## src/rtl/mem_arb_pkg.sv

```systemverilog
// Shared definitions for the memory arbiter.
//   MODE_FIXED / MODE_RR : grant policy selectors for the MODE parameter
//   MAX_PORTS / IDX_W    : widest supported requester vector and its index width
//   onehot_to_index()    : converts a one-hot grant (zero-extended to MAX_PORTS)
//                          into a binary port index
package mem_arb_pkg;

  localparam int MODE_FIXED = 0;
  localparam int MODE_RR    = 1;

  localparam int MAX_PORTS = 8;
  localparam int IDX_W     = 3;

  // OR-reduction of the set bit positions; correct for one-hot or all-zero input.
  function automatic logic [IDX_W-1:0] onehot_to_index(input logic [MAX_PORTS-1:0] onehot);
    logic [IDX_W-1:0] idx;
    idx = '0;
    for (int i = 0; i < MAX_PORTS; i++) begin
      if (onehot[i]) idx = idx | IDX_W'(i);
    end
    return idx;
  endfunction

endpackage

```

## src/rtl/arb_grant.sv

```systemverilog
// Combinational grant selection.
//   eligible : per-port "may be granted this cycle" vector
//   ptr      : round-robin search start (ignored in fixed-priority mode)
//   grant    : one-hot winner, all zero when nothing is eligible
//   valid    : some port is granted
module arb_grant
  import mem_arb_pkg::*;
#(
  parameter int NPORTS = 3,
  parameter int MODE   = MODE_FIXED
) (
  input  logic [NPORTS-1:0]         eligible,
  input  logic [$clog2(NPORTS)-1:0] ptr,
  output logic [NPORTS-1:0]         grant,
  output logic                      valid
);

  localparam int PW = $clog2(NPORTS);

  int             start;
  int             idx;
  logic [PW-1:0]  sel;
  logic           found;

  // Walk the ports starting at 'start', wrapping at NPORTS; first eligible wins.
  // Fixed priority is the same walk anchored at port 0.
  // NOTE: every variable gets a default at the top of always_comb so no path
  // leaves one unassigned, which would otherwise infer a latch.
  always_comb begin
    grant = '0;
    found = 1'b0;
    start = (MODE == MODE_RR) ? int'(ptr) : 0;
    idx   = 0;
    sel   = '0;
    for (int k = 0; k < NPORTS; k++) begin
      idx = start + k;
      if (idx >= NPORTS) idx = idx - NPORTS;
      sel = PW'(idx);
      if (!found && eligible[sel]) begin
        grant[sel] = 1'b1;
        found      = 1'b1;
      end
    end
  end

  assign valid = |eligible;

endmodule

```

## src/rtl/mem_arbiter.sv

```systemverilog
// Shares one single-ported synchronous memory among NPORTS requesters.
// At most one access is issued per clock; each requester holds a level
// read/write request until it sees its one-cycle rdy pulse.
//   clk, reset          : clock, synchronous active-high reset
//   req_rd / req_wr     : per-port read / write request (write wins if both)
//   req_addr/req_wdata  : per-port address / write data, port i at [i*W +: W]
//   rdy                 : per-port completion pulse, cycle after the grant
//   rd_data             : memory read data, meaningful for the port with rdy
//   mem_addr/mem_wdata  : memory address / write data of the granted port
//   mem_we / mem_re     : memory write / read enable
//   mem_rdata           : memory read data, valid the cycle after mem_re
module mem_arbiter
  import mem_arb_pkg::*;
#(
  parameter int NPORTS = 3,
  parameter int AWIDTH = 16,
  parameter int DWIDTH = 16,
  parameter int MODE   = MODE_FIXED
) (
  input  logic                     clk,
  input  logic                     reset,
  input  logic [NPORTS-1:0]        req_rd,
  input  logic [NPORTS-1:0]        req_wr,
  input  logic [NPORTS*AWIDTH-1:0] req_addr,
  input  logic [NPORTS*DWIDTH-1:0] req_wdata,
  output logic [NPORTS-1:0]        rdy,
  output logic [DWIDTH-1:0]        rd_data,
  output logic [AWIDTH-1:0]        mem_addr,
  output logic [DWIDTH-1:0]        mem_wdata,
  output logic                     mem_we,
  output logic                     mem_re,
  input  logic [DWIDTH-1:0]        mem_rdata
);

  localparam int PW = $clog2(NPORTS);

  logic [NPORTS-1:0] pending;
  logic [NPORTS-1:0] eligible;
  logic [NPORTS-1:0] grant;
  logic              grant_valid;
  logic [PW-1:0]     ptr;
  logic [PW-1:0]     gidx;

  logic [AWIDTH-1:0] addr_arr  [NPORTS];
  logic [DWIDTH-1:0] wdata_arr [NPORTS];

  for (genvar i = 0; i < NPORTS; i++) begin : g_unpack
    assign addr_arr[i]  = req_addr[i*AWIDTH +: AWIDTH];
    assign wdata_arr[i] = req_wdata[i*DWIDTH +: DWIDTH];
  end

  // A port that was granted last cycle is still holding its request while
  // its rdy pulses; masking it out prevents a duplicate access.
  assign eligible = (req_rd | req_wr) & ~pending;

  arb_grant #(
    .NPORTS (NPORTS),
    .MODE   (MODE)
  ) u_grant (
    .eligible (eligible),
    .ptr      (ptr),
    .grant    (grant),
    .valid    (grant_valid)
  );

  assign gidx = PW'(onehot_to_index(MAX_PORTS'(grant)));

  always_comb begin
    mem_addr  = '0;
    mem_wdata = '0;
    mem_we    = 1'b0;
    mem_re    = 1'b0;
    if (grant_valid) begin
      mem_addr  = addr_arr[gidx];
      mem_wdata = wdata_arr[gidx];
      // A write presented during reset must not reach the memory.
      mem_we    = req_wr[gidx] & ~reset;
      mem_re    = req_rd[gidx] & ~req_wr[gidx];
    end
  end

  // The granted one-hot, delayed a cycle, is both the completion pulse and
  // the "do not re-grant" mask, so a single register serves as both.
  // NOTE: state registers use non-blocking assignments so every flop samples
  // pre-edge values regardless of statement order.
  always_ff @(posedge clk) begin
    if (reset) begin
      pending <= '0;
      ptr     <= '0;
    end else begin
      pending <= grant;
      if (MODE == MODE_RR && grant_valid) begin
        ptr <= (gidx == PW'(NPORTS - 1)) ? '0 : gidx + 1'b1;
      end
    end
  end

  assign rdy     = pending;
  assign rd_data = mem_rdata;

endmodule

```

## config.mk

```make
export PLATFORM = sky130hd
export DESIGN_NAME = mem_arbiter
export DESIGN_NICKNAME = d
export VERILOG_FILES = /design/src/rtl/mem_arb_pkg.sv /design/src/rtl/arb_grant.sv /design/src/rtl/mem_arbiter.sv
export SDC_FILE = /design/constraint.sdc
export NUM_CORES = 1
export LEC_CHECK = 0
export ABC_CLOCK_PERIOD_IN_PS = 2230
export CORE_ASPECT_RATIO = 1.2
export CORE_MARGIN = 3
export CORE_UTILIZATION = 24
export CTS_BUF_LIST = sky130_fd_sc_hd__clkbuf_8
export CTS_CLUSTER_SIZE = 28
export DETAILED_ROUTE_END_ITERATION = 10
export HOLD_SLACK_MARGIN = 0.12
export PLACE_DENSITY_LB_ADDON = 0.12
export SYNTH_ARGS = -nofsm -noshare
export SYNTH_HDL_FRONTEND = slang
export SYNTH_HIERARCHICAL = 1
export SYNTH_SLANG_ARGS = --single-unit
```

## constraint.sdc

```tcl
create_clock -name clk -period 2.23 [get_ports clk]
set_clock_uncertainty 0.15 [all_clocks]
set_input_delay 0.446 -clock clk [delete_from_list [all_inputs] [get_ports clk]]
set_output_delay 0.446 -clock clk [all_outputs]
set_load 0.01 [all_outputs]
```

==> flow_summary.ini <==
[outcome]
status = complete, but fails checks
violations = setup timing

[route]
vias_per_cell = 4.55
route.vias.total = 1746
routed_wl_um = 5630
firstDrtPassIters = 3
drtIter0Drc = 23
avgRoutedWirePerCell_um = 14.6
drc_errors = 0
detail-route-antenna-nets = 0

[timing]
hold_viol = 0
timing.final.ws_setup_ps = -250
setup_viol = 34
fin_setup_tns_ps = -5920
drv_slew = 0
tightest_slew_ps = 213
fmax_mhz = 403
relSlewSlack_pct = 85.8
timing.final.crit_share_pct = 111
rsz0062_at_grt = true
min_period_ps = 2480

[placement]
pre_cts_slack_ps = -1030
dp.cells = 373
portBuffers = 140
gp_congestion = 0.707
place_hpwl_um = 4260

[worst_setup_path]
cpMaxStageDelayCell = nor3b_4
crit_type = primary input to output port
cp_data_required_time_ps = 1630
reg2reg_from = rdy[1]$_SDFF_PP0_
cpPeakStageDelay_ps = 240
cp-end-kind = output port
cp_cell_sequence = buf_8, nor2_4, nor2_4, nor3b_4, buf_6, buf_6, mux2i_4, nand3_2, o22ai_2, buf_2
rr_worst_depth = 5
worstSetupStartpoint = req_rd[1]
crit_fanout = 6
arrival_ps = 1880
cp-start-kind = primary input

[layout]
largest_reg_flops = 3
fin_nets = 443
area_delta_synth_final_pct = 109
antenna_cells = 0
fin_cells = 384
drive_above_1_share_pct = 30.7

[synthesis]
ys_warn_count = 6
synth_nets = 302
syn_area_per_cell_um2 = 7.56
syn_inst = 182
synth_area_um2 = 1380

[die]
die_area_um2 = 6680
rows = 29
die_h_um = 88.9
initial_utilization_pct = 25.4
ios = 173
coreArea_um2 = 5410
die_w_um = 75.1

[grt]
busiest_layer = met2
grt_use_met2_pct = 28.1
grtUsageMet1_pct = 18.8
grt_max_degree = 25
grt_pass1_wl_um = 8290
globalRouteTotalUtil_pct = 15.6
antenna_found_initial = 0
first_global_vias = 1745
use_met3_pct = 3.94
overflow = 0

[clock_network]
clk_latency_ps = 220
numCtsBuffers = 3
cts.sinks = 3
htreeDepth = 1
clock-root-buffer = clkbuf_8
cts_tree = yes
cts_buffer_depth = 2
clkTransAtPathRegs_ps = 30

[power_and_ir_drop]
ir_worst_vdd_mv = 0.347
cellLeakagePower_nw = 1.17
p_per_area_nw_per_um2 = 319

[hold_path]
min_from = rdy[0]$_SDFF_PP0_
min_path_type = flop to flop
min_path_cells = 3

[job]
maxCapViolCount = 0
## layer usage
metal	up-vias	part of all wire (%)
li1	872	-
met1	764	40
met2	100	48
met3	10	11
met4	0	1.0
met5	-	0
## report_power, final
group,internal [mW],switching [mW]
logic,0.423,0.279
registers,0.0575,0.00302
clock network,0.117,0.0373
total,0.598,0.319
## per-stage QoR
stage	power [mW]	hold WS, ps	util (%)	cell area (um^2)
4_1_cts	0.922	569	53.1	2870
6_report	0.917	564	53.2	2870
3_3_place_gp	0.784	555	51.4	2780
3_5_place_dp	0.787	544	51.4	2780
2_1_floorplan	0.402	368	-	1380
5_1_grt	0.991	600	53.2	2870
## worst max-delay path: cells and delay by family
kind	cells	cell delay [ps]
buffers and inverters	4	540
AOI/OAI and AO/OA	1	160
and+or+nand+nor	4	490
muxes	1	230
## layout by cell type (no fill, tap or decap), types with 2 or more instances in the layout
cell and n:
a21boi_1 20, a21boi_2 12, buf_12 3, buf_2 35
buf_4 12, buf_6 12, buf_8 5, clkbuf_8 3
clkdlybuf4s50_1 100, dfxtp_1 3, mux2i_1 32, nand2_1 32
nand3_2 2, nor2_2 2, nor2_4 4, nor2b_1 3
nor2b_4 2, or2_0 21, or2_1 10
## worst paths after layout
check | endpoint | slack, ps
hold / removal | rdy[0]$_SDFF_PP0_ | 560
setup / recovery | mem_re | -250
hold reg to reg | rdy[0]$_SDFF_PP0_ | 560
setup reg to reg | rdy[2]$_SDFF_PP0_ | 950
## layout make-up
type / count / area, um^2
multi-input combinational: 148 / 1150
sequential: 3 / 60.1
tap: 62 / 77.6
timing repair buffer: 167 / 1540
fill: 545 / 2530
clock buffer: 3 / 41.3
clock inverter: 1 / 3.75
## repair_timing
| action | in CTS | in global routing |
|---|---|---|
| gates cloned | 3 | 0 |
| hold buffers | 0 | 0 |
| pin swaps | 12 | 16 |
| setup buffers | 6 | 2 |
| endpoints found under the setup margin | 34 | 34 |
| resized for setup | 203 | 15 |
Note: power is estimated with default switching activity, not from simulation.
